File: config.mk
export PLATFORM = sky130hd
export DESIGN_NAME = mem_port_arbiter
export DESIGN_NICKNAME = d
export VERILOG_FILES = /design/src/rtl/mem_port_arbiter.sv
export SDC_FILE = /design/constraint.sdc
export NUM_CORES = 1
export LEC_CHECK = 0
export CORE_MARGIN = 1
export CORE_UTILIZATION = 30
export DETAILED_ROUTE_END_ITERATION = 16
export GPL_TIMING_DRIVEN = 0
export HOLD_SLACK_MARGIN = 0.05
export PLACE_DENSITY_LB_ADDON = 0.12
export SLEW_MARGIN = 5
export SYNTH_ARGS = -nofsm -noshare
export SYNTH_HDL_FRONTEND = slang
export SYNTH_SLANG_ARGS = --single-unit
File: constraint.sdc
create_clock -name clk -period 1.7 [get_ports clk]
set_input_delay 0.34 -clock clk [delete_from_list [all_inputs] [get_ports clk]]
set_output_delay 0.34 -clock clk [all_outputs]
set_load 0.01 [all_outputs]
File: src/rtl/mem_port_arbiter.sv
// Two-requester (CPU, DMA) arbiter for a single-ported main memory.
// Round-robin ties with a capped DMA burst lock; one access per cycle.
module mem_port_arbiter #(
    parameter int MAX_BURST = 4
) (
    input  logic        clk,
    input  logic        reset,
    input  logic        cpu_req,
    input  logic        cpu_we,
    input  logic [15:0] cpu_addr,
    input  logic [15:0] cpu_wdata,
    output logic        cpu_gnt,
    output logic        cpu_rvalid,
    output logic [15:0] cpu_rdata,
    input  logic        dma_req,
    input  logic        dma_lock,
    input  logic        dma_we,
    input  logic [15:0] dma_addr,
    input  logic [15:0] dma_wdata,
    output logic        dma_gnt,
    output logic        dma_rvalid,
    output logic [15:0] dma_rdata,
    output logic [15:0] mem_addr,
    output logic [15:0] mem_wdata,
    output logic        mem_we,
    input  logic [15:0] mem_rdata
);

    typedef enum logic {
        OWN_CPU = 1'b0,
        OWN_DMA = 1'b1
    } owner_t;

    localparam logic [2:0] BURST_LIM = 3'(MAX_BURST);

    owner_t      last_owner;
    owner_t      last_owner_next;
    owner_t      rd_owner;
    logic [2:0]  burst_cnt;
    logic        rd_pending;
    logic        dma_wins;
    logic [15:0] cpu_rdata_q;
    logic [15:0] dma_rdata_q;

    // Grant decode: DMA wins a tie unless it owned last and its lock is spent.
    always_comb begin
        cpu_gnt  = 1'b0;
        dma_gnt  = 1'b0;
        dma_wins = (last_owner == OWN_CPU) ||
                   (dma_lock && (burst_cnt < BURST_LIM));
        if (!reset) begin
            if (cpu_req && dma_req) begin
                dma_gnt = dma_wins;
                cpu_gnt = !dma_wins;
            end else begin
                cpu_gnt = cpu_req;
                dma_gnt = dma_req;
            end
        end
    end

    // Memory port mux; idle cycles park on the CPU inputs with no write.
    always_comb begin
        mem_addr  = cpu_addr;
        mem_wdata = cpu_wdata;
        mem_we    = 1'b0;
        unique case (1'b1)
            dma_gnt: begin
                mem_addr  = dma_addr;
                mem_wdata = dma_wdata;
                mem_we    = dma_we;
            end
            cpu_gnt: mem_we = cpu_we;
            default: ;
        endcase
    end

    // Next round-robin owner follows whoever was granted this cycle.
    always_comb begin
        last_owner_next = last_owner;
        if (cpu_gnt) begin
            last_owner_next = OWN_CPU;
        end else if (dma_gnt) begin
            last_owner_next = OWN_DMA;
        end
    end

    // Round-robin state register.
    always_ff @(posedge clk) begin
        if (reset) begin
            last_owner <= OWN_CPU;
        end else begin
            last_owner <= last_owner_next;
        end
    end

    // Burst counter: runs on locked DMA grants, saturates, else clears.
    always_ff @(posedge clk) begin
        if (reset) begin
            burst_cnt <= 3'd0;
        end else if (dma_gnt && dma_lock) begin
            if (burst_cnt != 3'd7) begin
                burst_cnt <= burst_cnt + 3'd1;
            end
        end else begin
            burst_cnt <= 3'd0;
        end
    end

    // Track which requester owns the read data returning next cycle.
    always_ff @(posedge clk) begin
        if (reset) begin
            rd_pending <= 1'b0;
            rd_owner   <= OWN_CPU;
        end else begin
            rd_pending <= (cpu_gnt && !cpu_we) || (dma_gnt && !dma_we);
            if (cpu_gnt || dma_gnt) begin
                rd_owner <= dma_gnt ? OWN_DMA : OWN_CPU;
            end
        end
    end

    // Capture returned data so each side's rdata holds between reads.
    always_ff @(posedge clk) begin
        if (reset) begin
            cpu_rdata_q <= 16'h0000;
            dma_rdata_q <= 16'h0000;
        end else begin
            if (cpu_rvalid) begin
                cpu_rdata_q <= mem_rdata;
            end
            if (dma_rvalid) begin
                dma_rdata_q <= mem_rdata;
            end
        end
    end

    assign cpu_rvalid = !reset && rd_pending && (rd_owner == OWN_CPU);
    assign dma_rvalid = !reset && rd_pending && (rd_owner == OWN_DMA);
    assign cpu_rdata  = reset ? 16'h0000 :
                        (cpu_rvalid ? mem_rdata : cpu_rdata_q);
    assign dma_rdata  = reset ? 16'h0000 :
                        (dma_rvalid ? mem_rdata : dma_rdata_q);

endmodule

==> run_summary.xml, run 1 <==
<?xml version="1.0" encoding="UTF-8"?>
<metrics>
  <group name="grt">
    <metric name="antenna_found_initial" unit="">0</metric>
    <metric name="largest_net_degree_at_the_start_of_global_routing" unit="">13</metric>
    <metric name="overflow" unit="">0</metric>
    <metric name="track_usage" unit="">0.206</metric>
    <metric name="grt_pass1_wl" unit="mm">10.3</metric>
    <metric name="first_global_vias" unit="">2274</metric>
  </group>
  <group name="layout">
    <metric name="layout_commonest_cell" unit="">sky130_fd_sc_hd__clkdlybuf4s50_1</metric>
    <metric name="utilization" unit="">0.778</metric>
    <metric name="layout-area-overhead-vs-synth" unit="%">146</metric>
    <metric name="num_antenna_cells" unit="">0</metric>
    <metric name="layout.cell_area.non_filler" unit="mm^2">0.00472</metric>
    <metric name="final-instance-count-excl-fill" unit="">503</metric>
    <metric name="design.final.nets" unit="">516</metric>
    <metric name="layout-drive-gt1-share" unit="">0.586</metric>
    <metric name="layout_common_cells" unit="">sky130_fd_sc_hd__clkdlybuf4s50_1 (83), sky130_fd_sc_hd__buf_6 (74), sky130_fd_sc_hd__dfxtp_1 (35), sky130_fd_sc_hd__buf_4 (31), sky130_fd_sc_hd__nand2_4 (27)</metric>
    <metric name="filler_cell_count" unit="">418</metric>
  </group>
  <group name="die">
    <metric name="rows" unit="">28</metric>
    <metric name="total_die_area" unit="mm^2">0.00673</metric>
    <metric name="pin_count" unit="">156</metric>
    <metric name="floorplan.initialDensity" unit="">0.317</metric>
    <metric name="die_width" unit="um">82.0</metric>
    <metric name="core_area" unit="mm^2">0.00606</metric>
    <metric name="die_h" unit="um">82.0</metric>
  </group>
  <group name="timing">
    <metric name="worst_pin_slew" unit="ns">0.260</metric>
    <metric name="max_slew_margin" unit="">0.826</metric>
    <metric name="final-max-slew-violation-count" unit="">0</metric>
    <metric name="fmaxAchievable" unit="GHz">0.474</metric>
    <metric name="rsz0062_at_grt" unit="">true</metric>
    <metric name="period_needed" unit="ns">2.11</metric>
    <metric name="clock-skew-final" unit="ns">0.00637</metric>
    <metric name="layout_worst_path_cycle_share" unit="">1.24</metric>
    <metric name="final.setup.tns" unit="ns">-18.27</metric>
    <metric name="finalWorstSetupSlack" unit="ns">-0.408</metric>
    <metric name="finalSetupViolCount" unit="">68</metric>
    <metric name="number_of_hold_violations_in_the_final_report" unit="">0</metric>
  </group>
  <group name="setup_path">
    <metric name="required_time_of_the_worst_setup_path" unit="ns">1.36</metric>
    <metric name="crit_arrival" unit="ns">1.77</metric>
    <metric name="critical_path.max_fanout" unit="">7</metric>
    <metric name="critPathKind" unit="">flip-flop to output pin</metric>
    <metric name="startpoint_type" unit="">flip-flop</metric>
    <metric name="worst_setup_path_end_kind" unit="">output pin</metric>
  </group>
  <group name="yosys">
    <metric name="synth_edf_count" unit="">0</metric>
    <metric name="synth_warnings" unit="">0</metric>
    <metric name="synthCells" unit="">206</metric>
    <metric name="async_flop_share" unit="">0</metric>
    <metric name="synth-seq-area-share" unit="">0.396</metric>
    <metric name="mappedNetlistArea" unit="mm^2">0.00192</metric>
    <metric name="post_synth.cell_area_avg" unit="um^2">9.32</metric>
    <metric name="synth.ff_latch_count" unit="">38</metric>
    <metric name="synth.lib_cells_used.distinct" unit="">23</metric>
    <metric name="synth_nets" unit="">295</metric>
    <metric name="synth_top_flop_cell" unit="">sky130_fd_sc_hd__dfxtp_1</metric>
  </group>
  <group name="hold_path">
    <metric name="holdCritPathClass" unit="">flip-flop to flip-flop</metric>
  </group>
  <group name="clock_network">
    <metric name="cts_buffers" unit="">5</metric>
    <metric name="clock_sinks" unit="">38</metric>
    <metric name="h_tree_lvl_count" unit="">2</metric>
    <metric name="clk_latency" unit="ns">0.29</metric>
    <metric name="tritoncts" unit="">yes</metric>
    <metric name="clk_pin_slew_worst_paths" unit="ns">0.08</metric>
    <metric name="cts_root_buffer" unit="">sky130_fd_sc_hd__clkbuf_8</metric>
    <metric name="clk_path_buf_depth" unit="">2</metric>
  </group>
  <group name="detailed_routing">
    <metric name="drtPass1Iterations" unit="">4</metric>
    <metric name="number_of_vias_after_detailed_routing" unit="">2320</metric>
    <metric name="vias_per_cell" unit="">4.61</metric>
    <metric name="drt-total-wl" unit="mm">8.16</metric>
    <metric name="detailedRoute.firstIterationViolations" unit="">76</metric>
    <metric name="route.antenna.remaining_nets" unit="">0</metric>
    <metric name="drc" unit="">0</metric>
    <metric name="routed_wire_length_per_instance" unit="um">16.2</metric>
  </group>
  <group name="place">
    <metric name="gp_congestion" unit="">0.744</metric>
    <metric name="hpwlAfterDp" unit="mm">5.06</metric>
    <metric name="dp_cells" unit="">436</metric>
    <metric name="pre_cts_slack" unit="ns">-1.42</metric>
    <metric name="buffer_ports.inserted" unit="">155</metric>
    <metric name="detailed_place.area" unit="mm^2">0.00358</metric>
  </group>
  <group name="pwr">
    <metric name="power.leakage" unit="nW">2.28</metric>
    <metric name="irDropWorstVdd" unit="uV">613</metric>
    <metric name="p_per_area" unit="mW/mm^2">579</metric>
  </group>
  <group name="run_status">
    <metric name="failing_checks" unit="">negative setup slack</metric>
    <metric name="outcome" unit="">finished with violations</metric>
  </group>
  <group name="run">
    <metric name="drv_cap" unit="">0</metric>
  </group>
</metrics>
## cells by family after synthesis
logic type,share of synthesized area
buffers and inverters,0.0456
AOI/OAI and AO/OA,0.0704
adders and majority gates,0.0130
muxes,0.225
and+or+nand+nor,0.245
xor gates and xnor gates,0.00456
DFF,0.396
## layer usage
layer / vias up / global-route usage / part of all wire
met5: - / 0 / 0
met4: 0 / 0.0614 / 0.0089
met3: 7 / 0.0478 / 0.045
met2: 70 / 0.393 / 0.57
met1: 1095 / 0.222 / 0.38
li1: 1148 / - / -
## critical path: stages, from the launching register on
cell and delay, ns:
sky130_fd_sc_hd__dfxtp_2 0.32, sky130_fd_sc_hd__nand2b_4 0.13, sky130_fd_sc_hd__a311o_1 0.29, sky130_fd_sc_hd__buf_6 0.16
sky130_fd_sc_hd__buf_8 0.14, sky130_fd_sc_hd__mux2_4 0.30, sky130_fd_sc_hd__buf_6 0.12
## state kept, by name (all words and copies together) (netlist names)
register     flops
rd_owner         1
last_owner       1
cpu_rdata_q     16
dma_rdata_q     16
burst_cnt        3
rd_pending       1
## final timing paths
kind / endpoint / startpoint / cells after the start / slack [ns]
min reg2reg: dma_rdata_q[10]$_DFF_P_ / dma_rdata_q[10]$_DFF_P_ / 2 / 0.47
max reg2reg: cpu_rdata_q[6]$_DFF_P_ / rd_owner$_SDFFE_PP0P_ / 9 / 0.08
min: dma_rdata_q[10]$_DFF_P_ / dma_rdata_q[10]$_DFF_P_ / 2 / 0.47
max: mem_addr[0] / burst_cnt[2]$_SDFFE_PP0P_ / 6 / -0.41
## what timing repair did
action / CTS / global route
endpoints found under the hold margin: 0 / 0
cloned: 3 / 1
endpoints found under the setup margin: 97 / 71
gates resized for setup: 405 / 107
buffers inserted: 42 / 20
hold buffers: 0 / 0
pin swaps: 22 / 32
## synth_stat cells, types with 2 or more instances
| library cell | count | area share |
|---|---|---|
| sky130_fd_sc_hd__nand2_1 | 49 | 0.096 |
| sky130_fd_sc_hd__dfxtp_1 | 38 | 0.40 |
| sky130_fd_sc_hd__mux2_2 | 18 | 0.11 |
| sky130_fd_sc_hd__nand2b_1 | 18 | 0.059 |
| sky130_fd_sc_hd__nand3b_1 | 17 | 0.066 |
| sky130_fd_sc_hd__o21ai_0 | 16 | 0.042 |
| sky130_fd_sc_hd__mux2_4 | 14 | 0.11 |
| sky130_fd_sc_hd__clkbuf_1 | 9 | 0.018 |
| sky130_fd_sc_hd__nor3b_1 | 5 | 0.020 |
| sky130_fd_sc_hd__a21oi_1 | 3 | 0.0078 |
| sky130_fd_sc_hd__buf_6 | 3 | 0.018 |
| sky130_fd_sc_hd__inv_1 | 3 | 0.0059 |
| sky130_fd_sc_hd__ha_1 | 2 | 0.013 |
| sky130_fd_sc_hd__mux2i_1 | 2 | 0.010 |
## metrics by stage
stage / hold WS, ns / total power [mW]
after floorplan: 0.454 / 1.19
after global placement: 0.464 / 1.60
after detailed placement: 0.464 / 1.60
after CTS: 0.474 / 2.64
after global routing: 0.495 / 2.83
final: 0.470 / 2.73
## power by group
part	internal [mW]	switching, mW	leakage [nW]	total, mW
clock	0.626	0.339	0.0714	0.965
combinational	0.540	0.293	1.90	0.832
sequential	0.922	0.0132	0.310	0.935
total	2.09	0.645	2.28	2.73
## cell type report
type	count	area [um^2]	share of cell area
plain buffers	10	126	0.0268
clock inverters	2	60.1	0.0127
clock buffers	6	82.6	0.0175
flip-flops and latches	38	767	0.163
repair buffers	217	2150	0.457
multi-input cells	151	1410	0.299
well taps	75	93.8	0.0199
inverters	4	22.5	0.00477
Power figures use the tool's default switching activity.
==> inputs of run 2 (changes only) <==
--- a/config.mk
+++ b/config.mk
@@ -5,6 +5,8 @@
 export SDC_FILE = /design/constraint.sdc
 export NUM_CORES = 1
 export LEC_CHECK = 0
+export ABC_CLOCK_PERIOD_IN_PS = 1700
+export CAP_MARGIN = 20
 export CORE_MARGIN = 1
 export CORE_UTILIZATION = 30
 export DETAILED_ROUTE_END_ITERATION = 16
==> results of run 2 <==
Same layout as run 1: the final DEF is identical, and so are final timing and power.
==> inputs of run 3 (changes only) <==
--- a/config.mk
+++ b/config.mk
@@ -12,6 +12,7 @@
 export DETAILED_ROUTE_END_ITERATION = 16
 export GPL_TIMING_DRIVEN = 0
 export HOLD_SLACK_MARGIN = 0.05
+export MAX_ROUTING_LAYER = met4
 export PLACE_DENSITY_LB_ADDON = 0.12
 export SLEW_MARGIN = 5
 export SYNTH_ARGS = -nofsm -noshare
==> run 3 against run 2 <==
The run still ends with negative setup slack left. Critical path type unchanged. Critical path depth did not move. Clock power down 0.4%. Flip-flop and latch count is the same. Global-route usage rose by 0.59 points. Largest power group unchanged. Worst hold slack about the same. Core utilization fell by 0.21 points.
==> run_summary.xml, run 3 (synthesis results as in run 1) <==
<?xml version="1.0" encoding="UTF-8"?>
<metrics>
  <group name="grt">
    <metric name="first_global_vias" unit="">2276</metric>
    <metric name="overflow" unit="">0</metric>
    <metric name="grt_pass1_wl" unit="mm">10.3</metric>
    <metric name="track_usage" unit="">0.212</metric>
    <metric name="largest_net_degree_at_the_start_of_global_routing" unit="">13</metric>
    <metric name="antenna_found_initial" unit="">0</metric>
  </group>
  <group name="timing">
    <metric name="layout_worst_path_cycle_share" unit="">1.24</metric>
    <metric name="clock-skew-final" unit="ns">0.00542</metric>
    <metric name="period_needed" unit="ns">2.11</metric>
    <metric name="final.setup.tns" unit="ns">-18.25</metric>
    <metric name="rsz0062_at_grt" unit="">true</metric>
    <metric name="timing.hold.ws" unit="ns">0.470</metric>
    <metric name="number_of_hold_violations_in_the_final_report" unit="">0</metric>
    <metric name="worst_pin_slew" unit="ns">0.268</metric>
    <metric name="finalWorstSetupSlack" unit="ns">-0.409</metric>
    <metric name="finalSetupViolCount" unit="">68</metric>
    <metric name="max_slew_margin" unit="">0.821</metric>
    <metric name="fmaxAchievable" unit="GHz">0.474</metric>
    <metric name="final-max-slew-violation-count" unit="">0</metric>
  </group>
  <group name="clock_network">
    <metric name="clk_path_buf_depth" unit="">2</metric>
    <metric name="clk_pin_slew_worst_paths" unit="ns">0.08</metric>
    <metric name="clk_latency" unit="ns">0.29</metric>
    <metric name="tritoncts" unit="">yes</metric>
    <metric name="cts_root_buffer" unit="">sky130_fd_sc_hd__clkbuf_8</metric>
    <metric name="h_tree_lvl_count" unit="">2</metric>
    <metric name="clock_sinks" unit="">38</metric>
    <metric name="cts_buffers" unit="">5</metric>
  </group>
  <group name="layout">
    <metric name="num_antenna_cells" unit="">0</metric>
    <metric name="layout-drive-gt1-share" unit="">0.584</metric>
    <metric name="layout_common_cells" unit="">sky130_fd_sc_hd__clkdlybuf4s50_1 (83), sky130_fd_sc_hd__buf_6 (72), sky130_fd_sc_hd__dfxtp_1 (35), sky130_fd_sc_hd__buf_4 (32), sky130_fd_sc_hd__nand2_4 (27)</metric>
    <metric name="layout_commonest_cell" unit="">sky130_fd_sc_hd__clkdlybuf4s50_1</metric>
    <metric name="design.final.nets" unit="">516</metric>
    <metric name="final-instance-count-excl-fill" unit="">503</metric>
    <metric name="largest_registers" unit="">cpu_rdata_q (16), dma_rdata_q (16), burst_cnt (3)</metric>
    <metric name="layout-area-overhead-vs-synth" unit="%">145</metric>
  </group>
  <group name="setup_path">
    <metric name="crit_slowest_cell" unit="">sky130_fd_sc_hd__dfxtp_2</metric>
    <metric name="required_time_of_the_worst_setup_path" unit="ns">1.36</metric>
    <metric name="critical_path.max_fanout" unit="">7</metric>
    <metric name="worst_setup_path_end_kind" unit="">output pin</metric>
    <metric name="critPathMaxStageDelay" unit="ns">0.32</metric>
    <metric name="critPathKind" unit="">flip-flop to output pin</metric>
    <metric name="crit_arrival" unit="ns">1.77</metric>
    <metric name="path_common_cell" unit="">sky130_fd_sc_hd__buf_6</metric>
    <metric name="worstPathCellList" unit="">nand2b_4, a311o_1, buf_6, buf_8, mux2_4, buf_6</metric>
    <metric name="startpoint_type" unit="">flip-flop</metric>
  </group>
  <group name="pwr">
    <metric name="power.leakage" unit="nW">2.28</metric>
    <metric name="p_per_area" unit="mW/mm^2">580</metric>
    <metric name="irDropWorstVdd" unit="uV">611</metric>
  </group>
  <group name="place">
    <metric name="buffer_ports.inserted" unit="">155</metric>
    <metric name="gp_congestion" unit="">0.753</metric>
    <metric name="dp_cells" unit="">436</metric>
    <metric name="hpwlAfterDp" unit="mm">5.06</metric>
  </group>
  <group name="die">
    <metric name="rows" unit="">28</metric>
    <metric name="core_area" unit="mm^2">0.00606</metric>
    <metric name="pin_count" unit="">156</metric>
    <metric name="die_width" unit="um">82.0</metric>
    <metric name="total_die_area" unit="mm^2">0.00673</metric>
    <metric name="floorplan.initialDensity" unit="">0.317</metric>
    <metric name="die_h" unit="um">82.0</metric>
  </group>
  <group name="detailed_routing">
    <metric name="routed_wire_length_per_instance" unit="um">16.3</metric>
    <metric name="drt-total-wl" unit="mm">8.20</metric>
    <metric name="drtPass1Iterations" unit="">4</metric>
    <metric name="number_of_vias_after_detailed_routing" unit="">2324</metric>
    <metric name="detailedRoute.firstIterationViolations" unit="">52</metric>
    <metric name="vias_per_cell" unit="">4.62</metric>
    <metric name="route.antenna.remaining_nets" unit="">0</metric>
    <metric name="drc" unit="">0</metric>
  </group>
  <group name="run">
    <metric name="drv_cap" unit="">0</metric>
  </group>
  <group name="run_status">
    <metric name="outcome" unit="">finished with violations</metric>
    <metric name="failing_checks" unit="">negative setup slack</metric>
  </group>
  <group name="hold_path">
    <metric name="holdCritPathClass" unit="">flip-flop to flip-flop</metric>
  </group>
</metrics>
run 3: cell counts in the layout (fill, tap and decap cells not counted):
No cell type changed its count.
run 3: critical path: cells and delay by family, from the launching register on:
family	cells	cell delay, ns
compound gates	1	0.29
flops	1	0.32
buf+inv	3	0.42
mux	1	0.30
simple gates	1	0.13
run 3: worst paths after layout:
check	startpoint	end	slack, ns	depth (start not counted)
setup / recovery	burst_cnt[2]$_SDFFE_PP0P_	mem_addr[0]	-0.41	6
hold / removal	dma_rdata_q[10]$_DFF_P_	dma_rdata_q[10]$_DFF_P_	0.47	2
setup reg to reg	rd_owner$_SDFFE_PP0P_	cpu_rdata_q[6]$_DFF_P_	0.07	9
hold reg to reg	dma_rdata_q[10]$_DFF_P_	dma_rdata_q[10]$_DFF_P_	0.47	2
run 3: through the flow:
step                      area [um^2]  utilization  setup WS [ns]  power, mW
after CTS                        4190        0.691         -0.506       2.64
final                            4700        0.776         -0.409       2.73
after global routing             4700        0.776         -0.468       2.83
after floorplan                  1930            -       -0.00186       1.19
after global placement           3580        0.590          -1.35       1.60
after detailed placement         3580        0.590          -1.42       1.60
run 3: final cells by class:
class / count / area, um^2
Tap cell: 75 / 93.8
Inverter: 4 / 22.5
Sequential cell: 38 / 767
Clock buffer: 6 / 82.6
Timing Repair Buffer: 217 / 2140
Multi-Input combinational cell: 151 / 1410
Fill cell: 417 / 1360
Buffer: 10 / 126
Clock inverter: 2 / 60.1
run 3: where the power goes:
| group | internal, mW | leakage (nW) | switching, mW |
|---|---|---|---|
| clock network | 0.626 | 0.0714 | 0.335 |
| registers | 0.922 | 0.310 | 0.0133 |
| logic | 0.538 | 1.89 | 0.293 |
run 3: timing repair:
item | in CTS | in global routing
pin swaps | 22 | 32
buffers inserted | 42 | 20
gates cloned | 3 | 1
setup endpoints to repair | 97 | 71
resized for setup | 405 | 104
hold buffers | 0 | 0
run 3: metal layers:
| layer | track usage | up-vias | part of all wire |
|---|---|---|---|
| li1 | - | 1141 | - |
| met1 | 0.224 | 1107 | 0.37 |
| met2 | 0.393 | 71 | 0.58 |
| met3 | 0.0433 | 5 | 0.045 |
| met4 | 0.0614 | 0 | 0.0061 |
| met5 | - | - | 0 |
